$ cat src/rtl/pipeline_pkg.sv
// Shared pipeline constants and the decode-to-execute control struct.
// The struct width sets CTRL_W for the decode-to-execute stage register.
package pipeline_pkg;

    localparam int PIPE_DATA_W = 128;
    localparam int PIPE_CNT_W  = 16;

    typedef struct packed {
        logic [4:0] alu_op;
        logic [1:0] src_a_sel;
        logic [1:0] src_b_sel;
        logic       reg_we;
        logic       mem_re;
        logic       mem_we;
        logic       branch;
        logic       jump;
        logic [1:0] wb_sel;
    } ex_ctrl_t;

    localparam int EX_CTRL_W = $bits(ex_ctrl_t);

endpackage

$ cat src/rtl/pipe_slot.sv
// One valid+data+ctrl storage slot with load and clear.
// Clear drops valid and zeroes ctrl but keeps the payload; only reset zeroes data.
module pipe_slot #(
    parameter int DATA_W = 128,
    parameter int CTRL_W = 16
) (
    input  logic              clock,
    input  logic              reset,
    input  logic              clear,
    input  logic              load,
    input  logic [DATA_W-1:0] load_data,
    input  logic [CTRL_W-1:0] load_ctrl,
    output logic              valid,
    output logic [DATA_W-1:0] data,
    output logic [CTRL_W-1:0] ctrl
);

    logic              valid_d, valid_q;
    logic [DATA_W-1:0] data_d,  data_q;
    logic [CTRL_W-1:0] ctrl_d,  ctrl_q;

    always_comb begin
        valid_d = valid_q;
        data_d  = data_q;
        ctrl_d  = ctrl_q;
        if (clear) begin
            valid_d = 1'b0;
            ctrl_d  = '0;
        end else if (load) begin
            valid_d = 1'b1;
            data_d  = load_data;
            ctrl_d  = load_ctrl;
        end
    end

    always_ff @(posedge clock) begin
        if (reset) begin
            valid_q <= 1'b0;
            data_q  <= '0;
            ctrl_q  <= '0;
        end else begin
            valid_q <= valid_d;
            data_q  <= data_d;
            ctrl_q  <= ctrl_d;
        end
    end

    assign valid = valid_q;
    assign data  = data_q;
    assign ctrl  = ctrl_q;

endmodule

$ cat src/rtl/pipeline_stage_register.sv
// Valid/ready pipeline stage register with flush, bubble insertion and a saturating stall counter.
// Define PIPE_SKID_BUFFER_EN for a registered in_ready backed by a second (skid) slot.
module pipeline_stage_register
    import pipeline_pkg::*;
#(
    parameter int DATA_W = PIPE_DATA_W,
    parameter int CTRL_W = EX_CTRL_W,
    parameter int CNT_W  = PIPE_CNT_W
) (
    input  logic              clock,
    input  logic              reset,
    input  logic              flush,
    input  logic              in_valid,
    output logic              in_ready,
    input  logic [DATA_W-1:0] in_data,
    input  logic [CTRL_W-1:0] in_ctrl,
    output logic              out_valid,
    input  logic              out_ready,
    output logic [DATA_W-1:0] out_data,
    output logic [CTRL_W-1:0] out_ctrl,
    output logic [CNT_W-1:0]  stall_count
);

    logic              in_fire;
    logic              out_fire;
    logic              stall;
    logic              main_load;
    logic              main_clear;
    logic [DATA_W-1:0] main_ld_data;
    logic [CTRL_W-1:0] main_ld_ctrl;
    logic              main_valid;
    logic [DATA_W-1:0] main_data;
    logic [CTRL_W-1:0] main_ctrl;
    logic [CNT_W-1:0]  cnt_d, cnt_q;

    pipe_slot #(.DATA_W(DATA_W), .CTRL_W(CTRL_W)) u_main (
        .clock     (clock),
        .reset     (reset),
        .clear     (main_clear),
        .load      (main_load),
        .load_data (main_ld_data),
        .load_ctrl (main_ld_ctrl),
        .valid     (main_valid),
        .data      (main_data),
        .ctrl      (main_ctrl)
    );

    assign out_fire = main_valid && out_ready;
    assign stall    = main_valid && !out_ready;
    assign in_fire  = in_valid && in_ready;

`ifdef PIPE_SKID_BUFFER_EN
    logic              skid_load;
    logic              skid_clear;
    logic              skid_valid;
    logic [DATA_W-1:0] skid_data;
    logic [CTRL_W-1:0] skid_ctrl;

    pipe_slot #(.DATA_W(DATA_W), .CTRL_W(CTRL_W)) u_skid (
        .clock     (clock),
        .reset     (reset),
        .clear     (skid_clear),
        .load      (skid_load),
        .load_data (in_data),
        .load_ctrl (in_ctrl),
        .valid     (skid_valid),
        .data      (skid_data),
        .ctrl      (skid_ctrl)
    );

    // Straight from a flop, so out_ready never reaches in_ready combinationally.
    assign in_ready = !skid_valid;

    always_comb begin
        main_load    = 1'b0;
        main_clear   = 1'b0;
        main_ld_data = in_data;
        main_ld_ctrl = in_ctrl;
        skid_load    = 1'b0;
        skid_clear   = 1'b0;
        if (flush) begin
            main_clear = 1'b1;
            skid_clear = 1'b1;
        end else if (!main_valid || out_ready) begin
            if (skid_valid) begin
                main_load    = 1'b1;
                main_ld_data = skid_data;
                main_ld_ctrl = skid_ctrl;
                skid_clear   = 1'b1;
            end else if (in_fire) begin
                main_load = 1'b1;
            end else if (out_fire) begin
                main_clear = 1'b1;
            end
        end else if (in_fire) begin
            skid_load = 1'b1;
        end
    end
`else
    assign in_ready = !main_valid || out_ready;

    always_comb begin
        main_ld_data = in_data;
        main_ld_ctrl = in_ctrl;
        main_load    = in_fire && !flush;
        main_clear   = flush || (out_fire && !in_fire);
    end
`endif

    always_comb begin
        cnt_d = cnt_q;
        if (stall && (cnt_q != '1)) begin
            cnt_d = cnt_q + CNT_W'(1);
        end
    end

    always_ff @(posedge clock) begin
        if (reset) begin
            cnt_q <= '0;
        end else begin
            cnt_q <= cnt_d;
        end
    end

    assign out_valid   = main_valid;
    assign out_data    = main_data;
    assign out_ctrl    = main_ctrl;
    assign stall_count = cnt_q;

endmodule

$ cat config.mk
export PLATFORM = sky130hd
export DESIGN_NAME = pipeline_stage_register
export DESIGN_NICKNAME = d
export VERILOG_FILES = /design/src/rtl/pipeline_pkg.sv /design/src/rtl/pipe_slot.sv /design/src/rtl/pipeline_stage_register.sv
export SDC_FILE = /design/constraint.sdc
export NUM_CORES = 1
export LEC_CHECK = 0
export CAP_MARGIN = 20
export CORE_UTILIZATION = 35
export CTS_CLUSTER_SIZE = 28
export DETAILED_ROUTE_END_ITERATION = 7
export PLACE_DENSITY = 0.73
export SLEW_MARGIN = 5
export SYNTH_ARGS = -nofsm -noshare
export SYNTH_HDL_FRONTEND = slang
export SYNTH_HIERARCHICAL = 1
export SYNTH_SLANG_ARGS = --single-unit
$ cat constraint.sdc
create_clock -name clock -period 3.2 [get_ports clock]
set_input_delay 0.8 -clock clock [delete_from_list [all_inputs] [get_ports clock]]
set_output_delay 0.8 -clock clock [all_outputs]
set_load 0.05 [all_outputs]
# Yosys cells after proc, flatten, opt, wreduce, memory -nomap -nowiden
# Index checks and enable logic that the tools add are counted.
dict set report op_classes {
  addsub 1
  eq_ne 1
  n_reduce_logical 14
  n_bitwise 1
}
# cell count
set op_table {}
lappend op_table {{$add A16 B1 Y16 const B} 1}
lappend op_table {{$ne A16 B16 Y1 const B} 1}
lappend op_table {{$logic_and A1 B1 Y1} 6}
lappend op_table {{$logic_not A1 Y1} 4}
lappend op_table {{$logic_or A1 B1 Y1} 2}
lappend op_table {{$reduce_and A2 Y1} 1}
lappend op_table {{$reduce_or A2 Y1} 1}
lappend op_table {{$not A1 Y1} 1}
dict set report word_totals {
  inputBits 149
  out_inout_bits 162
  ff_bits 161
}

# Logic depth before layout (Yosys ltp)
# Gate-level depths: netlist (run 1).
dict set report logic_depth {
  ltp_word 8
  ltp_mapped 8
}

# Cells and area by module
# The synthesis (run 1) kept the hierarchy.
# module area_per_inst_um2 cells_per_inst instances
set modules_own_cells {}
lappend modules_own_cells {pipe_slot 6376.1 639 1}
lappend modules_own_cells {pipeline_stage_register 904.6 104 1}

# Worst setup path after synthesis (run 1)
# OpenSTA, ideal clock, no wires.
dict set report synth_path {
  path_type {input -> output}
  startpoint {input out_ready}
  endpoint {output in_ready}
  setup_slack_ns 0.895
  arrival_ns 1.505
  cell_stages 3
  path_buffers 1
  path_cell_list {nor2b_4 inv_2 clkbuf_1}
}
dict set report synth_via {
  elab_chain_len 1
}
# element line
set synth_lines {}
lappend synth_lines {{start: declaration} pipeline_stage_register.sv:18} ;# input logic out_ready,
lappend synth_lines {{$logic_or A1 B1 Y1} pipeline_stage_register.sv:100} ;# assign in_ready = !main_valid || out_ready;
lappend synth_lines {{end: declaration} pipeline_stage_register.sv:14} ;# output logic in_ready,
# No other way between the ends.

# Worst setup path in the final report (run 1)
# Same ends and word-level chain as after synthesis.

==> results of run 1 <==
==> layer usage <==
| layer | up-vias | routed length, um | GRT usage, % |
|---|---|---|---|
| met2 | 228 | 9800 | 31.1 |
| li1 | 3197 | - | - |
| met4 | 0 | 306 | 6.30 |
| met3 | 20 | 1620 | 6.06 |
| met5 | - | 0 | 0 |
| met1 | 3027 | 9670 | 25.4 |
==> stage by stage <==
step / util (%) / area (um2) / cells / power, uW
global placement: 52.1 / 10600 / 1258 / 2950
CTS: 54.8 / 11100 / 1290 / 4870
floorplan: - / 7280 / 743 / 2590
finish: 54.8 / 11100 / 1290 / 4820
global route: 54.8 / 11100 / 1290 / 5030
detailed placement: 52.1 / 10600 / 1258 / 2960
==> sequential cells by signal, summed over array words and instances, names as in the netlist <==
register and count:
stall_count 16, u_main/data 128, u_main/valid 1, u_main/ctrl 16
==> final timing paths <==
check / end / start / slack [ps]
worst max register to register: stall_count[6] / stall_count[1] / 1210
worst max-delay path: in_ready / out_ready / 600
worst min-delay path: u_main/data[118] / u_main/data[118] / 460
worst min register to register: u_main/data[118] / u_main/data[118] / 460
==> cells by family (layout without fill, tap and decap cells) <==
kind of cell | count (synthesis) | in the layout
AO/OA/AOI/OAI | 151 | 151
adder cells (fa/ha/maj) | 1 | 1
buffers and inverters | 81 | 358
flip-flops | 161 | 161
multiplexers | 21 | 21
AND/OR/NAND/NOR | 328 | 328
==> cell usage in the layout, fill, tap and decap left out, types with 2 or more instances in the layout <==
cell	count
inv_1	3
nand3_1	4
nand4bb_1	128
mux2_1	4
o21ai_0	124
nor4_1	3
mux2i_1	17
or2_1	2
clkinvlp_4	5
or4_1	4
o31ai_1	2
nand2_1	4
nor3_1	5
nor2b_4	2
clkbuf_16	17
inv_6	4
nand4_1	4
nor2b_1	2
buf_12	8
or3_1	5
or3_4	2
clkinv_4	3
dfxtp_1	161
o21ai_1	9
nand2b_1	130
nor2_1	27
a21oi_1	10
clkdlybuf4s50_1	308
buf_4	6
==> report_power, final <==
part | total [uW] | internal (uW) | switching (uW)
sequential | 2100 | 2060 | 33.0
clock | 1910 | 1030 | 883
combinational | 812 | 390 | 422
total | 4820 | 3480 | 1340
==> worst max-delay path: stages <==
cell and delay, ps:
clkdlybuf4s50_1 530, nor2b_4 70, inv_2 210, buf_12 180
==> layout make-up <==
type                    count  area [um2]
clock buffers              19         443
inverters                   4        15.0
fillers                  1856        9180
flip-flops and latches    161        3220
multi-input cells         501        3700
repair buffers            322        3290
well taps                 270         338
clock inverters            13         104
==> results.sh, run 1 <==
export IMPL_synth_xor_area_share_pct=0
export IMPL_synthesis_area_um2=7280
export IMPL_ctsHoldBuffers=0
export IMPL_synthTopCellsByArea="dfxtp_1 44%, nand4bb_1 20%, nand2b_1 11%, o21ai_0 8.5%, clkbuf_1 3.0%"
export IMPL_area_growth_pct=52.7
export IMPL_initial_utilization_pct=35.9
export IMPL_status="finished clean"
export IMPL_syn_inst=743
export IMPL_worstPathRequired_ps=2400
export IMPL_hold_viol=0
export IMPL_die_area_um2=21400
export IMPL_routed_wl_um=21400
export IMPL_setup_ws_ps=603
export IMPL_htree_levels=4
export IMPL_finClkSkew_ps=8.52
export IMPL_cts_tree="built"
export IMPL_yosys_area_share_simple_pct=36.7
export IMPL_synth_cell_type_count=42
export IMPL_maxSlewViolCount=0
export IMPL_cp_arrival_ps=1800
export IMPL_slew_headroom_pct=60.9
export IMPL_nNetsFinal=1157
export IMPL_yosysMostFrequentCell="dfxtp_1"
export IMPL_synth_compound_area_share_pct=10.7
export IMPL_grt_max_degree=138
export IMPL_wl_per_cell_um=16.6
export IMPL_yosys_warnings=6
export IMPL_critPathMaxFanout=14
export IMPL_cts_sinks=161
export IMPL_hold_depth=2
export IMPL_synth_largest_area_cell="dfxtp_1"
export IMPL_async_flop_share_pct=0
export IMPL_synth_flop_cell="dfxtp_1"
export IMPL_io_pins=311
export IMPL_via_per_inst=5.02
export IMPL_clk_latency_ps=420
export IMPL_post_dp_hpwl_um=13800
export IMPL_port_buffers=310
export IMPL_synth_edf_count=0
export IMPL_fin_setup_tns_ps=0
export IMPL_cts_path_max_buffers=2
export IMPL_tightest_slew_ps=586
export IMPL_p_leak_uw=0.00366
export IMPL_die_h_um=146
export IMPL_dp_slack_ps=388
export IMPL_drive_gt1_share_pct=5.39
export IMPL_cap_violations=0
export IMPL_setup_violations_final=0
export IMPL_dr_pass1_iters=6
export IMPL_ys_seq_area_share_pct=44.3
export IMPL_hold_class="reg2reg"
export IMPL_syn_avg_cell_area_um2=9.80
export IMPL_synthAdderAreaFrac_pct=0.172
export IMPL_critPathCaptureType="primary output"
export IMPL_synthTopCellsByCount="161 x dfxtp_1, 130 x nand2b_1, 128 x nand4bb_1"
export IMPL_startpoint_type="input pin"
export IMPL_coreArea_um2=20300
export IMPL_drtIter0Drc=354
export IMPL_root_buffer="clkbuf_16"
export IMPL_cts_buffers=17
export IMPL_n_antenna_cell=0
export IMPL_critPathKind="in2out"
export IMPL_place_gp_congestion=0.766
export IMPL_vias=6472
export IMPL_synth_top_area_share_pct=44.3
export IMPL_power_density_nw_per_um2=433
export IMPL_grt_pass1_wl_um=33700
export IMPL_rr_worst_depth=5
export IMPL_whs_ps=464
export IMPL_clkTransAtPathRegs_ps=60
export IMPL_synth_mux_area_share_pct=2.96
export IMPL_final_antenna_net_count=0
export IMPL_antenna_found_initial=0
export IMPL_fin_crit_sh_pct=81.1
export IMPL_fmax_ghz=0.385
export IMPL_grt_overflow=0
export IMPL_fin_crit_ps=2600
export IMPL_syn_num_nets=893
export IMPL_grt_pass1_vias=6108
export IMPL_grt_usage_pct=19.7
export IMPL_rsz0062_at_grt="no"
export IMPL_cts_setup_buffers=0
export IMPL_cts_resized=0
export IMPL_rows=52
export IMPL_dieWidth_um=146
export IMPL_synth_top_family_by_area="simple AND/OR/NAND/NOR gates"
export IMPL_ys_ff_latch=161
export IMPL_ir_worst_vdd_mv=0.308
export IMPL_route_detailed_drc=0
Power figures use the tool's default switching activity.
==> run 2, diff against run 1 <==
--- a/config.mk
+++ b/config.mk
@@ -9,7 +9,7 @@
 export CORE_UTILIZATION = 35
 export CTS_CLUSTER_SIZE = 28
 export DETAILED_ROUTE_END_ITERATION = 7
-export PLACE_DENSITY = 0.73
+export PLACE_DENSITY = 0.76
 export SLEW_MARGIN = 5
 export SYNTH_ARGS = -nofsm -noshare
 export SYNTH_HDL_FRONTEND = slang
==> constraint.sdc (replaced) <==
create_clock -name clock -period 2.2 [get_ports clock]
set_input_delay 0.55 -clock clock [delete_from_list [all_inputs] [get_ports clock]]
set_output_delay 0.55 -clock clock [all_outputs]
set_load 0.05 [all_outputs]
==> run 2 against run 1 <==
  * Global-route usage fell by 0.31 points
  * Setup slack got worse by 550 ps
  * Flip-flop and latch count did not move
  * Power rose by 49%
  * Clock power rose by 51%
  * Die area did not move
  * Clock skew barely moved
  * Sequential share of layout area fell by 0.73 points
  * Sequential power rose by 45%
  * Combinational power rose by 51%
  * Hold slack got worse by 1.2 ps
  * Register-to-register slack got worse by 910 ps
  * Critical path type is now reg2out
  * Largest power group unchanged
==> results.sh, run 2 (synthesis results as in run 1) <==
export IMPL_cts_sinks=161
export IMPL_p_leak_uw=0.00409
export IMPL_cts_tree="built"
export IMPL_rows=52
export IMPL_cp_arrival_ps=1590
export IMPL_layout_common_cells="278 x clkdlybuf4s50_1, 161 x dfxtp_1, 130 x nand2b_1, 128 x nand4bb_1, 124 x o21ai_0"
export IMPL_place_area_um2=10800
export IMPL_reg2reg_from="stall_count[0]"
export IMPL_crit_path_top_delay_cell="clkdlybuf4s50_1"
export IMPL_routed_wl_um=21000
export IMPL_startpoint="u_main/data[0]"
export IMPL_slew_headroom_pct=62.8
export IMPL_cts_path_max_buffers=2
export IMPL_wl_per_cell_um=16.0
export IMPL_crit_family="buffers and inverters"
export IMPL_htree_levels=4
export IMPL_cts_setup_buffers=0
export IMPL_initial_utilization_pct=35.9
export IMPL_setup_violations_final=0
export IMPL_vias=6600
export IMPL_grt_overflow=0
export IMPL_nNetsFinal=1185
export IMPL_design_area_um2=11400
export IMPL_maxSlewViolCount=0
export IMPL_antenna_found_initial=0
export IMPL_critPathMaxFanout=2
export IMPL_power_density_nw_per_um2=628
export IMPL_clkTransAtPathRegs_ps=70
export IMPL_route_detailed_drc=0
export IMPL_n_antenna_cell=0
export IMPL_via_per_inst=5.01
export IMPL_cts_buffers=17
export IMPL_fmax_ghz=0.467
export IMPL_final_common_cell="clkdlybuf4s50_1"
export IMPL_port_buffers=310
export IMPL_startpoint_type="register"
export IMPL_num_fill_cells=1811
export IMPL_cap_violations=0
export IMPL_dr_pass1_iters=5
export IMPL_tightest_slew_ps=557
export IMPL_io_pins=311
export IMPL_grt_pass1_vias=6436
export IMPL_critPathKind="reg2out"
export IMPL_critical_path_max_stage_delay_ps=820
export IMPL_r2r_end="stall_count[10]"
export IMPL_dieWidth_um=146
export IMPL_fin_crit_ps=2140
export IMPL_final_antenna_net_count=0
export IMPL_die_area_um2=21400
export IMPL_grt_pass1_wl_um=33600
export IMPL_finClkSkew_ps=8.67
export IMPL_place_gp_congestion=0.792
export IMPL_grt_usage_pct=19.3
export IMPL_clk_latency_ps=420
export IMPL_ir_worst_vdd_mv=0.474
export IMPL_root_buffer="clkbuf_16"
export IMPL_drive_gt1_share_pct=8.87
export IMPL_ctsHoldBuffers=0
export IMPL_post_dp_hpwl_um=14300
export IMPL_fin_setup_tns_ps=0
export IMPL_r2r_slack_ps=300
export IMPL_crit_end="out_data[0]"
export IMPL_crit_cells=1
export IMPL_coreArea_um2=20300
export IMPL_hold_class="reg2reg"
export IMPL_path_cells="clkdlybuf4s50_1"
export IMPL_largest_reg_flops=128
export IMPL_rsz0062_at_grt="no"
export IMPL_finalPower_uw=7170
export IMPL_status="finished clean"
export IMPL_die_h_um=146
export IMPL_worstPathRequired_ps=1650
export IMPL_crit_buf_inv=1
export IMPL_fin_crit_sh_pct=97.4
export IMPL_critPathCaptureType="primary output"
export IMPL_drtIter0Drc=297
export IMPL_hold_viol=0
export IMPL_grt_max_degree=75
export IMPL_area_growth_pct=56.6
export IMPL_rr_worst_depth=5
-- run 2: cell types whose count changed in the layout (fill, tap and decap cells not counted), sizes merged --
| cell | change |
|---|---|
| dlymetal6s2s | +11 |
| inv | +1 |
| bufinv | +1 |
| clkdlybuf4s50 | -30 |
| dlygate4sd2 | +9 |
| clkinv | -2 |
| buf | +38 |
-- run 2: stage by stage --
| step | hold WS [ps] | setup WS [ps] | cells | util [%] |
|---|---|---|---|---|
| after floorplan | 688 | 23.9 | 743 | - |
| after global placement | 451 | -128 | 1286 | 53.3 |
| after detailed placement | 456 | -171 | 1286 | 53.3 |
| after CTS | 470 | 12.9 | 1318 | 56.0 |
| after global routing | 488 | 0.108 | 1318 | 56.2 |
| final | 463 | 56.9 | 1318 | 56.2 |
-- run 2: routing by layer --
layer | vias up | GRT usage [%] | part of all wire (%)
met1 | 3080 | 23.1 | 44
met5 | - | 0 | 0
li1 | 3251 | - | -
met3 | 22 | 7.31 | 8.4
met2 | 247 | 31.7 | 46
met4 | 0 | 6.61 | 1.7
-- run 2: worst min path at each step --
stage                           from  slack (ps)               end  depth (start not counted)
floorplan           u_main/data[107]         690  u_main/data[107]                          2
global placement    u_main/data[118]         450  u_main/data[118]                          2
detailed placement  u_main/data[109]         460  u_main/data[109]                          2
CTS                 u_main/data[118]         470  u_main/data[118]                          2
global route          u_main/data[2]         490    u_main/data[2]                          2
finish              u_main/data[118]         460  u_main/data[118]                          2
-- run 2: final cells by class --
| class | count | area, um2 | area share, % |
|---|---|---|---|
| clock inverter | 13 | 128 | 1.12 |
| timing repair buffer | 350 | 3550 | 31.2 |
| inverter | 4 | 15.0 | 0.132 |
| multi-input combinational | 501 | 3700 | 32.5 |
| clock buffer | 19 | 443 | 3.88 |
| sequential | 161 | 3220 | 28.3 |
| tap | 270 | 338 | 2.96 |
-- run 2: worst reg2reg max path, delay by kind of cell, from the launching register on --
kind / cells / cell delay (ps)
AOI/OAI and AO/OA: 1 / 140
adders and majority gates: 1 / 280
DFF: 1 / 430
and+or+nand+nor: 3 / 970
-- run 2: report_power, final --
group	switching, uW	internal [uW]	leakage [uW]
sequential	45.6	3000	0.00131
clock	1280	1610	0.000265
combinational	623	607	0.00251
total	1950	5220	0.00409
-- run 2: repair_timing --
| item | CTS | global route |
|---|---|---|
| resized for setup | 9 | 11 |
| pin swaps | 0 | 0 |
| setup endpoints to repair | 9 | 11 |
==> run 3, diff against run 2 <==
--- a/config.mk
+++ b/config.mk
@@ -9,7 +9,8 @@
 export CORE_UTILIZATION = 35
 export CTS_CLUSTER_SIZE = 28
 export DETAILED_ROUTE_END_ITERATION = 7
-export PLACE_DENSITY = 0.76
+export HOLD_SLACK_MARGIN = 0.1
+export PLACE_DENSITY_LB_ADDON = 0.05
 export SLEW_MARGIN = 5
 export SYNTH_ARGS = -nofsm -noshare
 export SYNTH_HDL_FRONTEND = slang
==> run 3 against run 2 <==
  * Critical path type unchanged
  * Critical path depth did not move
  * Wire length rose by 2.2%
  * Hold slack got worse by 0.84 ps
  * Largest power group unchanged
  * Fmax is 0.38% lower
  * Clock power is 5% lower
  * Setup slack worse by 8.3 ps
  * Register-to-register slack is essentially flat
  * Power is 1.8% lower
  * Sequential share of layout area grew 0.17 points
  * Clock-buffer cell count up 2
==> results.sh, run 3 (synthesis results as in run 1) <==
export IMPL_hold_class="reg2reg"
export IMPL_p_leak_uw=0.00397
export IMPL_reg2reg_from="stall_count[0]"
export IMPL_critical_path_max_stage_delay_ps=840
export IMPL_nNetsFinal=1176
export IMPL_dieWidth_um=146
export IMPL_place_gp_congestion=0.743
export IMPL_routed_wl_um=21500
export IMPL_path_cells="clkdlybuf4s50_1"
export IMPL_num_fill_cells=1921
export IMPL_ir_worst_vdd_mv=0.503
export IMPL_die_area_um2=21400
export IMPL_rsz0062_at_grt="no"
export IMPL_drive_gt1_share_pct=7.90
export IMPL_initial_utilization_pct=35.9
export IMPL_root_buffer="clkbuf_16"
export IMPL_dr_pass1_iters=6
export IMPL_hold_depth=2
export IMPL_grt_overflow=0
export IMPL_tightest_slew_ps=586
export IMPL_antenna_found_initial=0
export IMPL_crit_family="buffers and inverters"
export IMPL_cts_sinks=161
export IMPL_finClkSkew_ps=6.88
export IMPL_power_density_nw_per_um2=620
export IMPL_clkTransAtPathRegs_ps=60
export IMPL_cap_violations=0
export IMPL_regArea_um2=3220
export IMPL_wl_per_cell_um=16.4
export IMPL_critPathCaptureType="primary output"
export IMPL_crit_buf_inv=1
export IMPL_fin_util_pct=55.8
export IMPL_layout_common_cells="279 x clkdlybuf4s50_1, 161 x dfxtp_1, 130 x nand2b_1, 128 x nand4bb_1, 124 x o21ai_0"
export IMPL_critPathKind="reg2out"
export IMPL_ctsHoldBuffers=0
export IMPL_io_pins=311
export IMPL_largest_reg_flops=128
export IMPL_cts_buffers=17
export IMPL_clk_latency_ps=420
export IMPL_min_to="u_main/data[114]"
export IMPL_grt_max_degree=91
export IMPL_grt_pass1_wl_um=34200
export IMPL_vias=6460
export IMPL_fin_crit_sh_pct=97.8
export IMPL_fin_crit_ps=2150
export IMPL_final_antenna_net_count=0
export IMPL_startpoint="u_main/data[6]"
export IMPL_drtIter0Drc=370
export IMPL_cts_tree="built"
export IMPL_area_growth_pct=55.7
export IMPL_cp_arrival_ps=1600
export IMPL_port_buffers=310
export IMPL_critPathMaxFanout=2
export IMPL_r2r_end="stall_count[6]"
export IMPL_r2r_slack_ps=300
export IMPL_via_per_inst=4.94
export IMPL_n_antenna_cell=0
export IMPL_htree_levels=4
export IMPL_grt_pass1_vias=6260
export IMPL_startpoint_type="register"
export IMPL_hold_viol=0
export IMPL_die_h_um=146
export IMPL_cts_path_max_buffers=2
export IMPL_route_detailed_drc=0
export IMPL_fmax_ghz=0.465
export IMPL_rr_worst_depth=5
export IMPL_finalPower_uw=7030
export IMPL_holdCritStartpoint="u_main/data[114]"
export IMPL_crit_path_top_delay_cell="clkdlybuf4s50_1"
export IMPL_slew_headroom_pct=60.9
export IMPL_post_dp_hpwl_um=14300
export IMPL_maxSlewViolCount=0
export IMPL_coreArea_um2=20300
export IMPL_final_common_cell="clkdlybuf4s50_1"
export IMPL_grt_usage_pct=19.8
export IMPL_rows=52
export IMPL_multi_input_area_um2=3700
export IMPL_worstPathRequired_ps=1650
export IMPL_status="finished clean"
export IMPL_setup_violations_final=0
-- run 3: cell types whose count changed in the layout (fill, tap and decap cells not counted), moves of 2 or more --
cell,change
clkinv_2,+3
dlygate4sd2_1,+4
buf_12,+4
clkbuf_1,+2
inv_6,-4
buf_4,-13
dlymetal6s2s_1,-6
-- run 3: repair_timing --
| action | CTS | global route |
|---|---|---|
| setup endpoints to repair | 13 | 6 |
| setup buffers | 0 | 1 |
| endpoints found under the hold margin | 0 | 0 |
| gates resized for setup | 13 | 5 |
-- run 3: per-stage QoR --
| stage | cells | setup TNS, ps | hold slack [ps] | worst slack (ps) | area, um2 |
|---|---|---|---|---|---|
| after floorplan | 743 | 0 | 688 | 23.9 | 7280 |
| after global placement | 1276 | -11120 | 455 | -138 | 10800 |
| after detailed placement | 1276 | -15960 | 454 | -164 | 10800 |
| after CTS | 1307 | 0 | 464 | 7.09 | 11300 |
| after global routing | 1308 | 0 | 479 | 0.376 | 11300 |
| final | 1308 | 0 | 462 | 48.6 | 11300 |
-- run 3: per-layer routing --
layer / GRT usage (%) / vias up / wire [um]
met5: 0 / - / 0
met4: 7.71 / 0 / 452
met2: 30.5 / 225 / 9600
li1: - / 3233 / -
met1: 25.2 / 2977 / 9610
met3: 7.19 / 25 / 1820
-- run 3: report_power, final --
group / leakage (uW) / internal (uW) / switching, uW
clock: 0.000255 / 1570 / 1180
sequential: 0.00131 / 3000 / 46.6
combinational: 0.00241 / 605 / 623
-- run 3: cell type report --
type	instances	share of cell area, %
clock inverter	10	0.784
inverter	4	0.132
clock buffer	21	3.97
tap	270	2.98
sequential	161	28.4
timing repair buffer	341	31.0
multi-input combinational	501	32.7
-- run 3: worst max path at each step --
| stage | endpoint | slack [ps] | cells past startpoint |
|---|---|---|---|
| final | out_data[6] | 50 | 1 |
| after global routing | out_ctrl[0] | 0.4 | 1 |
| after CTS | out_ctrl[0] | 7 | 1 |
| after detailed placement | u_main/data[3] | -160 | 6 |
| after global placement | stall_count[15] | -140 | 6 |
| after floorplan | stall_count[6] | 20 | 5 |
